--- src/rtl/vga_cfg_pkg.sv ---
// Shared VGA timing constants for the 1024x768@60 (65 MHz) display path.
package vga_cfg_pkg;

  // Counter width wide enough for the larger of the horizontal and vertical totals.
  localparam int CNT_W = 11;

  // Horizontal timing in pixel clocks. Sync end is exclusive.
  localparam int H_ACTIVE_TIME = 1024;
  localparam int H_SYNC_START  = 1048;
  localparam int H_SYNC_END    = 1184;
  localparam int H_TOTAL_TIME  = 1344;

  // Vertical timing in lines. Sync end is exclusive.
  localparam int V_ACTIVE_TIME = 768;
  localparam int V_SYNC_START  = 771;
  localparam int V_SYNC_END    = 777;
  localparam int V_TOTAL_TIME  = 806;

endpackage

--- src/rtl/vga_frame_ctrl_pkg.sv ---
// Types for the frame controller's update-window arbiter.
package vga_frame_ctrl_pkg;

  // IDLE: waiting for a request inside the window.
  // GRANTED: game logic owns the shared state.
  // USED: this frame's grant has been spent; wait for the next frame start.
  typedef enum logic [1:0] {
    IDLE    = 2'd0,
    GRANTED = 2'd1,
    USED    = 2'd2
  } upd_state_t;

endpackage

--- src/rtl/vga_timing_gen.sv ---
// Pixel/line counters with sync, blanking and frame-start strobe.
// Every output is registered from the next-count value, so all of them line up
// with hcount/vcount in the same cycle. The next-line values are also exported
// so a consumer can react in the same cycle the registered outputs change.
module vga_timing_gen
  import vga_cfg_pkg::*;
#(
  parameter int H_TOTAL      = H_TOTAL_TIME,
  parameter int H_ACTIVE     = H_ACTIVE_TIME,
  parameter int H_SYNC_BEGIN = H_SYNC_START,
  parameter int H_SYNC_STOP  = H_SYNC_END,
  parameter int V_TOTAL      = V_TOTAL_TIME,
  parameter int V_ACTIVE     = V_ACTIVE_TIME,
  parameter int V_SYNC_BEGIN = V_SYNC_START,
  parameter int V_SYNC_STOP  = V_SYNC_END
) (
  input  logic             clk,
  input  logic             rst,
  output logic [CNT_W-1:0] hcount,
  output logic [CNT_W-1:0] vcount,
  output logic             hsync,
  output logic             vsync,
  output logic             hblnk,
  output logic             vblnk,
  output logic             frame_start,
  output logic [CNT_W-1:0] vcount_nxt,
  output logic             vblnk_nxt
);

  localparam logic [CNT_W-1:0] H_LAST  = CNT_W'(H_TOTAL - 1);
  localparam logic [CNT_W-1:0] V_LAST  = CNT_W'(V_TOTAL - 1);
  localparam logic [CNT_W-1:0] H_ACT   = CNT_W'(H_ACTIVE);
  localparam logic [CNT_W-1:0] V_ACT   = CNT_W'(V_ACTIVE);
  localparam logic [CNT_W-1:0] HS_BEG  = CNT_W'(H_SYNC_BEGIN);
  localparam logic [CNT_W-1:0] HS_STOP = CNT_W'(H_SYNC_STOP);
  localparam logic [CNT_W-1:0] VS_BEG  = CNT_W'(V_SYNC_BEGIN);
  localparam logic [CNT_W-1:0] VS_STOP = CNT_W'(V_SYNC_STOP);

  logic [CNT_W-1:0] hcount_reg, hcount_next;
  logic [CNT_W-1:0] vcount_reg, vcount_next;
  logic             hsync_reg, vsync_reg, hblnk_reg, vblnk_reg, frame_start_reg;

  // Next counter values: horizontal always advances, vertical only on a line wrap.
  always_comb begin
    hcount_next = hcount_reg + 1'b1;
    vcount_next = vcount_reg;
    if (hcount_reg == H_LAST) begin
      hcount_next = '0;
      if (vcount_reg == V_LAST) begin
        vcount_next = '0;
      end else begin
        vcount_next = vcount_reg + 1'b1;
      end
    end
  end

  // Register counters and all derived outputs from the next-count values.
  always_ff @(posedge clk) begin
    if (rst) begin
      hcount_reg      <= '0;
      vcount_reg      <= '0;
      hsync_reg       <= 1'b0;
      vsync_reg       <= 1'b0;
      hblnk_reg       <= 1'b0;
      vblnk_reg       <= 1'b0;
      frame_start_reg <= 1'b0;
    end else begin
      hcount_reg      <= hcount_next;
      vcount_reg      <= vcount_next;
      hblnk_reg       <= (hcount_next >= H_ACT);
      hsync_reg       <= (hcount_next >= HS_BEG) && (hcount_next < HS_STOP);
      vblnk_reg       <= (vcount_next >= V_ACT);
      vsync_reg       <= (vcount_next >= VS_BEG) && (vcount_next < VS_STOP);
      frame_start_reg <= (hcount_next == '0) && (vcount_next == '0);
    end
  end

  assign hcount      = hcount_reg;
  assign vcount      = vcount_reg;
  assign hsync       = hsync_reg;
  assign vsync       = vsync_reg;
  assign hblnk       = hblnk_reg;
  assign vblnk       = vblnk_reg;
  assign frame_start = frame_start_reg;
  assign vcount_nxt  = vcount_next;
  assign vblnk_nxt   = (vcount_next >= V_ACT);

endmodule

--- src/rtl/vga_frame_ctrl.sv ---
// VGA frame controller: display timing plus a one-grant-per-frame arbiter that
// hands display-shared state to game logic only inside vertical blanking.
// Grant starts from the window as currently shown; revocation looks at the
// next line so the grant is already low in the first cycle outside the window.
module vga_frame_ctrl
  import vga_cfg_pkg::*;
  import vga_frame_ctrl_pkg::*;
#(
  parameter int GUARD_LINES  = 1,
  parameter int H_TOTAL      = H_TOTAL_TIME,
  parameter int H_ACTIVE     = H_ACTIVE_TIME,
  parameter int H_SYNC_BEGIN = H_SYNC_START,
  parameter int H_SYNC_STOP  = H_SYNC_END,
  parameter int V_TOTAL      = V_TOTAL_TIME,
  parameter int V_ACTIVE     = V_ACTIVE_TIME,
  parameter int V_SYNC_BEGIN = V_SYNC_START,
  parameter int V_SYNC_STOP  = V_SYNC_END
) (
  input  logic             clk,
  input  logic             rst,
  output logic [CNT_W-1:0] hcount,
  output logic [CNT_W-1:0] vcount,
  output logic             hsync,
  output logic             vsync,
  output logic             hblnk,
  output logic             vblnk,
  output logic             frame_start,
  input  logic             upd_req,
  input  logic             upd_done,
  output logic             upd_gnt,
  output logic             upd_overrun
);

  // First line on which the update window is closed again.
  localparam logic [CNT_W-1:0] WIN_END = CNT_W'(V_TOTAL - GUARD_LINES);

  logic [CNT_W-1:0] vcount_nxt;
  logic             vblnk_nxt;
  logic             win_cur, win_nxt;
  upd_state_t       state_reg, state_next;
  logic             gnt_reg, gnt_next;
  logic             ovr_reg, ovr_next;

  vga_timing_gen #(
    .H_TOTAL      (H_TOTAL),
    .H_ACTIVE     (H_ACTIVE),
    .H_SYNC_BEGIN (H_SYNC_BEGIN),
    .H_SYNC_STOP  (H_SYNC_STOP),
    .V_TOTAL      (V_TOTAL),
    .V_ACTIVE     (V_ACTIVE),
    .V_SYNC_BEGIN (V_SYNC_BEGIN),
    .V_SYNC_STOP  (V_SYNC_STOP)
  ) u_timing (
    .clk         (clk),
    .rst         (rst),
    .hcount      (hcount),
    .vcount      (vcount),
    .hsync       (hsync),
    .vsync       (vsync),
    .hblnk       (hblnk),
    .vblnk       (vblnk),
    .frame_start (frame_start),
    .vcount_nxt  (vcount_nxt),
    .vblnk_nxt   (vblnk_nxt)
  );

  assign win_cur = vblnk && (vcount < WIN_END);
  assign win_nxt = vblnk_nxt && (vcount_nxt < WIN_END);

  // Arbiter next state: done wins over a simultaneous window close.
  // A request on the very last window cycle is not granted (win_nxt guard).
  always_comb begin
    state_next = state_reg;
    gnt_next   = 1'b0;
    ovr_next   = 1'b0;
    unique case (state_reg)
      IDLE: begin
        if (upd_req && win_cur && win_nxt) begin
          state_next = GRANTED;
          gnt_next   = 1'b1;
        end
      end
      GRANTED: begin
        if (upd_done) begin
          state_next = USED;
        end else if (!win_nxt) begin
          state_next = USED;
          ovr_next   = 1'b1;
        end else begin
          gnt_next = 1'b1;
        end
      end
      USED: begin
        if (frame_start) begin
          state_next = IDLE;
        end
      end
      default: state_next = IDLE;
    endcase
  end

  // Arbiter state and registered grant/overrun outputs.
  always_ff @(posedge clk) begin
    if (rst) begin
      state_reg <= IDLE;
      gnt_reg   <= 1'b0;
      ovr_reg   <= 1'b0;
    end else begin
      state_reg <= state_next;
      gnt_reg   <= gnt_next;
      ovr_reg   <= ovr_next;
    end
  end

  assign upd_gnt     = gnt_reg;
  assign upd_overrun = ovr_reg;

endmodule

--- config.mk ---
export PLATFORM = sky130hd
export DESIGN_NAME = vga_frame_ctrl
export DESIGN_NICKNAME = d
export VERILOG_FILES = /design/src/rtl/vga_cfg_pkg.sv /design/src/rtl/vga_frame_ctrl_pkg.sv /design/src/rtl/vga_timing_gen.sv /design/src/rtl/vga_frame_ctrl.sv
export SDC_FILE = /design/constraint.sdc
export NUM_CORES = 1
export LEC_CHECK = 0
export BUFFER_PORTS_ARGS = -buffer_cell sky130_fd_sc_hd__buf_2
export CAP_MARGIN = 10
export CORE_MARGIN = 2
export CORE_UTILIZATION = 55
export DETAILED_ROUTE_END_ITERATION = 7
export GPL_ROUTABILITY_DRIVEN = 0
export MAX_ROUTING_LAYER = met4
export PLACE_DENSITY = 0.83
export SYNTH_ARGS = -nofsm -noshare
export SYNTH_HDL_FRONTEND = slang
export SYNTH_SLANG_ARGS = --single-unit
--- constraint.sdc ---
create_clock -name clk -period 3.1 [get_ports clk]
set_input_delay 0.465 -clock clk [delete_from_list [all_inputs] [get_ports clk]]
set_output_delay 0.465 -clock clk [all_outputs]
set_load 0.02 [all_outputs]
==> results of run 1 <==
-- kinds of logic (layout without fill, tap and decap cells) --
family                     count (synthesis)  in the layout  synth area share
DFF                                       31             31             0.325
and+or+nand+nor                          112            112             0.325
buffers and inverters                     23             48            0.0557
muxes                                      3              3            0.0157
xor gates and xnor gates                  16             16            0.0733
adders and majority gates                  4              4            0.0262
AOI/OAI and AO/OA                         51             51             0.179
-- stage by stage --
step / hold WS, ns / area [um^2]
2_1_floorplan: 0.466 / 1910
3_3_place_gp: 0.492 / 2070
3_5_place_dp: 0.497 / 2070
4_1_cts: 0.422 / 2120
5_1_grt: 0.449 / 2120
6_report: 0.423 / 2120
-- worst reg2reg max path: cells and delay by family (launching register included) --
family	cells	cell delay, ns
DFF	1	0.41
xor gates and xnor gates	1	0.22
and+or+nand+nor	4	1.68
AOI/OAI and AO/OA	1	0.34
-- placed cells by master (no fill, tap or decap), types with 4 or more instances in the layout --
cell type,count
buf_2,32
dfxtp_1,31
nor2_1,22
nand2_1,18
nor3_1,15
a21oi_1,14
o21ai_0,10
nand3_1,10
xnor2_1,8
xor2_1,8
buf_4,6
and2_1,5
nand4_1,5
clkbuf_4,5
nand4b_1,4
and3_1,4
o22ai_1,4
nor4_1,4
ha_1,4
-- where the power goes --
| group | internal (W) | switching (W) | total (W) |
|---|---|---|---|
| clock | 0.0000882 | 0.000140 | 0.000228 |
| combinational | 0.0000113 | 0.0000201 | 0.0000314 |
| sequential | 0.000402 | 0.00000538 | 0.000407 |
-- worst max-delay path by stage --
stage,startpoint,end,slack [ns],cells after the start
after floorplan,u_timing.hcount[7],u_timing.vsync,0.40,9
after global placement,u_timing.hcount[6],u_timing.vsync,0.51,6
after detailed placement,u_timing.hcount[6],u_timing.vsync,0.39,6
after CTS,u_timing.hcount[6],u_timing.vsync,0.37,6
after global routing,u_timing.vcount[0],state_reg[0],0.16,7
final,u_timing.hcount[6],u_timing.vsync,0.36,6
-- layout make-up --
class                           instances  area (um^2)
Tap cell                               46         57.6
Clock buffer                            7         45.0
Timing Repair Buffer                   38          205
Fill cell                             319         1210
Inverter                                2         7.51
Sequential cell                        31          621
Clock inverter                          1         5.00
Multi-Input combinational cell        186         1180
-- layer usage --
layer / global-route usage / routed length, um
met1: 0.321 / 2040
met2: 0.367 / 1980
met3: 0.0739 / 390
met4: 0.0778 / 59
met5: - / 0
==> impl_metrics.csv, run 1 <==
group,metric,value,unit
place,hpwl,3170,um
die,start_util,0.573,
timing,final_max_slew_viol_count,0,
min_path,min_from,"upd_done",
worst_setup_path,worstPathCellList,"or4b_4 > or3_1 > nor3_1 > xnor2_1 > nand4b_1 > a2111oi_2",
worst_setup_path,cp.arrival,2.98,ns
worst_setup_path,cp_slowest_stage_delay,0.56,ns
routing,drc,0,
place,place_inst,303,
clocking,postCtsSetupBuffers,0,
timing,tightest_slew,0.627,ns
power_and_ir_drop,power,0.000667,W
clocking,htreeDepth,2,
global_routing,grt_max_degree,31,
routing,drt_wl_total,4470,um
logic_synthesis,yosys_warnings,0,
die,core_area,3340,um^2
worst_setup_path,worstSetupEndpointType,"flip-flop",
place,place_ws,0.394,ns
logic_synthesis,ys_seq_area_frac,0.325,
timing,setup_ws,0.364,ns
status,status,"complete, no violations",
clocking,hold_buffers,0,
clocking,insertion_delay,0.34,ns
clocking,cts-buffers-inserted,5,
timing,slew_headroom,0.580,
worst_setup_path,cp-start-kind,"flip-flop",
die,die_h,62.9,um
clocking,cts_max_path_buffers,2,
timing,hold_viol_final,0,
routing,first_pass_iters,4,
worst_setup_path,reg2reg_depth,6,
timing,rsz0062_at_grt,"no",
flow_run,drv_cap,0,
layout,drive_above_1_share,0.189,
logic_synthesis,synth_commonest_cells,"dfxtp_1, nor2_1, nand2_1, clkbuf_1, nor3_1",
layout,final_nets,272,
routing,final_antenna_net_count,0,
power_and_ir_drop,ir_drop,0.000224,V
logic_synthesis,synth-seq-cells,31,
global_routing,grt_pass1_wl,7630,um
die,num_io_pins,33,
timing,finClkSkew,0.00333,ns
routing,wl_per_cell,14.4,um
worst_setup_path,critical_path_class,"flip-flop to flip-flop",
clocking,cts_root_buf,"clkbuf_4",
min_path,hold-path-cell-count,3,
logic_synthesis,synth_top_area_cell,"dfxtp_1",
logic_synthesis,synthArstFlopShare,0,
die,row_count,21,
routing,via_per_inst,6.03,
clocking,clk_pin_slew,0.10,ns
logic_synthesis,syn_area,1910,um^2
timing,setup_viol,0,
worst_setup_path,cp.required,3.35,ns
global_routing,antenna_found_initial,0,
min_path,hold_class,"primary input to flip-flop",
layout,area_growth,11.2,%
layout,postLayoutCoreUtil,0.637,
power_and_ir_drop,p_leak,0.821,nW
logic_synthesis,synth_edf_count,0,
clocking,post_cts_resize_count,0,
logic_synthesis,synth_ff_type,"dfxtp_1",
timing,fin_crit,2.74,ns
worst_setup_path,slowest_stage,"or4b_4",
place,io_buffer_count,32,
logic_synthesis,synth_cells,240,
global_routing,grtUsageTotal,0.247,
routing,drtIter0Drc,137,
logic_synthesis,yosysMostFrequentCell,"dfxtp_1",
logic_synthesis,synth_cell_types,46,
die,dieArea,3960,um^2
worst_setup_path,crit_path_max_fanout,14,
global_routing,grt_pass1_vias,1617,
timing,post-route-period-util,0.883,
power_and_ir_drop,cellPowerDensity,314,nW/um^2
clocking,cts_tree,"yes",
worst_setup_path,r2r-end,"u_timing.vsync",
clocking,cts_sinks,31,
global_routing,overflow,0,
logic_synthesis,synthesis.nets,248,
worst_setup_path,rrSetupSlack,0.36,ns
logic_synthesis,avgSynthCellArea,7.96,um^2
layout,diodes,0,
logic_synthesis,synth_top_area_share,0.325,
worst_setup_path,crit_buf_inv,0,
timing,fmax,365,MHz
worst_setup_path,critPathTopFamily,"simple AND/OR/NAND/NOR gates",
die,die_w,62.9,um
worst_setup_path,r2r_start,"u_timing.hcount[6]",
layout,finalNonFillerCells,311,
timing,finalSetupTns,0,ns
min_path,holdPathEnd,"upd_overrun",
logic_synthesis,synthTopCellsByArea,"dfxtp_1, nor2_1, nor3_1",
routing,vias,1876,
Note: power is estimated with default switching activity, not from simulation.
==> run 2: changes to the inputs <==
==> constraint.sdc (replaced) <==
create_clock -name clk -period 3.35 [get_ports clk]
set_input_delay 0.5025 -clock clk [delete_from_list [all_inputs] [get_ports clk]]
set_output_delay 0.5025 -clock clk [all_outputs]
set_load 0.02 [all_outputs]
==> impl_metrics.csv, run 2 (same netlist as run 1, synthesis figures left out) <==
group,metric,value,unit
status,status,"complete, no violations",
timing,fin_crit,2.86,ns
die,core_area,3340,um^2
global_routing,grtUsageTotal,0.240,
routing,wl_per_cell,14.3,um
clocking,cts-buffers-inserted,5,
global_routing,grt_pass1_wl,7360,um
power_and_ir_drop,p_leak,0.825,nW
routing,drt_wl_total,4410,um
layout,seqCellArea,621,um^2
routing,final_antenna_net_count,0,
layout,final_nets,269,
clocking,htreeDepth,2,
layout,fillers,306,
layout,multi_input_area,1180,um^2
flow_run,drv_cap,0,
worst_setup_path,cp-start-kind,"flip-flop",
timing,post-route-period-util,0.852,
global_routing,grt_pass1_vias,1536,
routing,drtIter0Drc,160,
global_routing,grt_use_met3,0.0667,
routing,first_pass_iters,5,
global_routing,met2_usage,0.342,
layout,area_growth,11.9,%
clocking,postCtsSetupBuffers,0,
timing,hold_viol_final,0,
clocking,cts_tree,"yes",
routing,drc,0,
layout,diodes,0,
clocking,cts_root_buf,"clkbuf_4",
worst_setup_path,crit_path_max_fanout,13,
worst_setup_path,cp.required,3.59,ns
timing,rsz0062_at_grt,"no",
die,start_util,0.573,
die,die_h,62.9,um
routing,via_per_inst,6.10,
timing,slew_headroom,0.593,
clocking,clk_pin_slew,0.09,ns
global_routing,antenna_found_initial,0,
place,hpwl,3130,um
clocking,post_cts_resize_count,0,
clocking,insertion_delay,0.34,ns
timing,finalSetupTns,0,ns
place,place_inst,300,
global_routing,grt_max_degree,31,
worst_setup_path,critical_path_class,"flip-flop to flip-flop",
power_and_ir_drop,ir_drop,0.000284,V
timing,tightest_slew,0.605,ns
worst_setup_path,cp.arrival,3.10,ns
layout,finalNonFillerCells,308,
global_routing,gr-usage-met1,0.325,
routing,vias,1878,
layout,postLayoutCoreUtil,0.641,
timing,final_max_slew_viol_count,0,
clocking,cts_sinks,31,
place,placed_cell_area,2050,um^2
timing,finClkSkew,0.00900,ns
die,die_w,62.9,um
layout,final_cell_mix,"buf_2, dfxtp_1, nor2_1",
global_routing,overflow,0,
global_routing,top_usage_layer,"met2",
power_and_ir_drop,cellPowerDensity,330,nW/um^2
die,num_io_pins,33,
die,dieArea,3960,um^2
worst_setup_path,worstSetupEndpointType,"flip-flop",
clocking,cts_max_path_buffers,2,
layout,drive_above_1_share,0.187,
power_and_ir_drop,power,0.000706,W
min_path,hold_class,"primary input to flip-flop",
timing,fmax,350,MHz
clocking,hold_buffers,0,
place,io_buffer_count,32,
timing,setup_viol,0,
layout,design_area,2140,um^2
die,row_count,21,
layout,final_common_cell,"buf_2",
[run 2: changes by cell type in the layout (fill, tap and decap cells not counted), sizes merged]
cell | before | now
bufinv | 0 | 1
clkbuf | 7 | 6
buf | 38 | 35
[run 2: final timing paths]
path                            from             end  slack (ns)  cells past startpoint
hold reg to reg         state_reg[1]     upd_overrun        0.52                      1
setup reg to reg  u_timing.hcount[0]  u_timing.vsync        0.49                      7
setup / recovery  u_timing.hcount[0]  u_timing.vsync        0.49                      7
hold / removal              upd_done     upd_overrun        0.46                      3
[run 2: layout make-up]
type	instances	share of cell area
inverter	2	0.00351
multi-input combinational	186	0.554
tap	46	0.0269
timing repair buffer	35	0.0854
clock inverter	2	0.0164
sequential	31	0.290
clock buffer	6	0.0240
[run 2: metrics by stage]
| stage | setup slack, ns | hold WS (ns) |
|---|---|---|
| floorplan | 0.653 | 0.466 |
| global placement | 0.638 | 0.491 |
| detailed placement | 0.556 | 0.500 |
| CTS | 0.523 | 0.440 |
| global route | 0.230 | 0.491 |
| finish | 0.495 | 0.460 |
[run 2: report_power, final]
group | leakage, nW | internal [W] | switching [W]
clock network | 0.0482 | 0.000176 | 0.000125
registers | 0.250 | 0.000372 | 0.00000485
logic | 0.526 | 0.00000981 | 0.0000183
[run 2: layer usage]
layer / up-vias / part of all wire / routed length, um
met5: - / 0 / 0
met2: 80 / 0.44 / 1950
li1: 930 / - / -
met3: 10 / 0.075 / 329
met4: 0 / 0.015 / 67
met1: 858 / 0.47 / 2060
[run 2: critical path: stages (launching register included)]
cell and delay, ns:
dfxtp_1 0.41, ha_1 0.42, nand3_1 0.23, or3_1 0.58, nor3_1 0.38, xnor2_1 0.21
nand4b_1 0.18, a2111oi_2 0.34
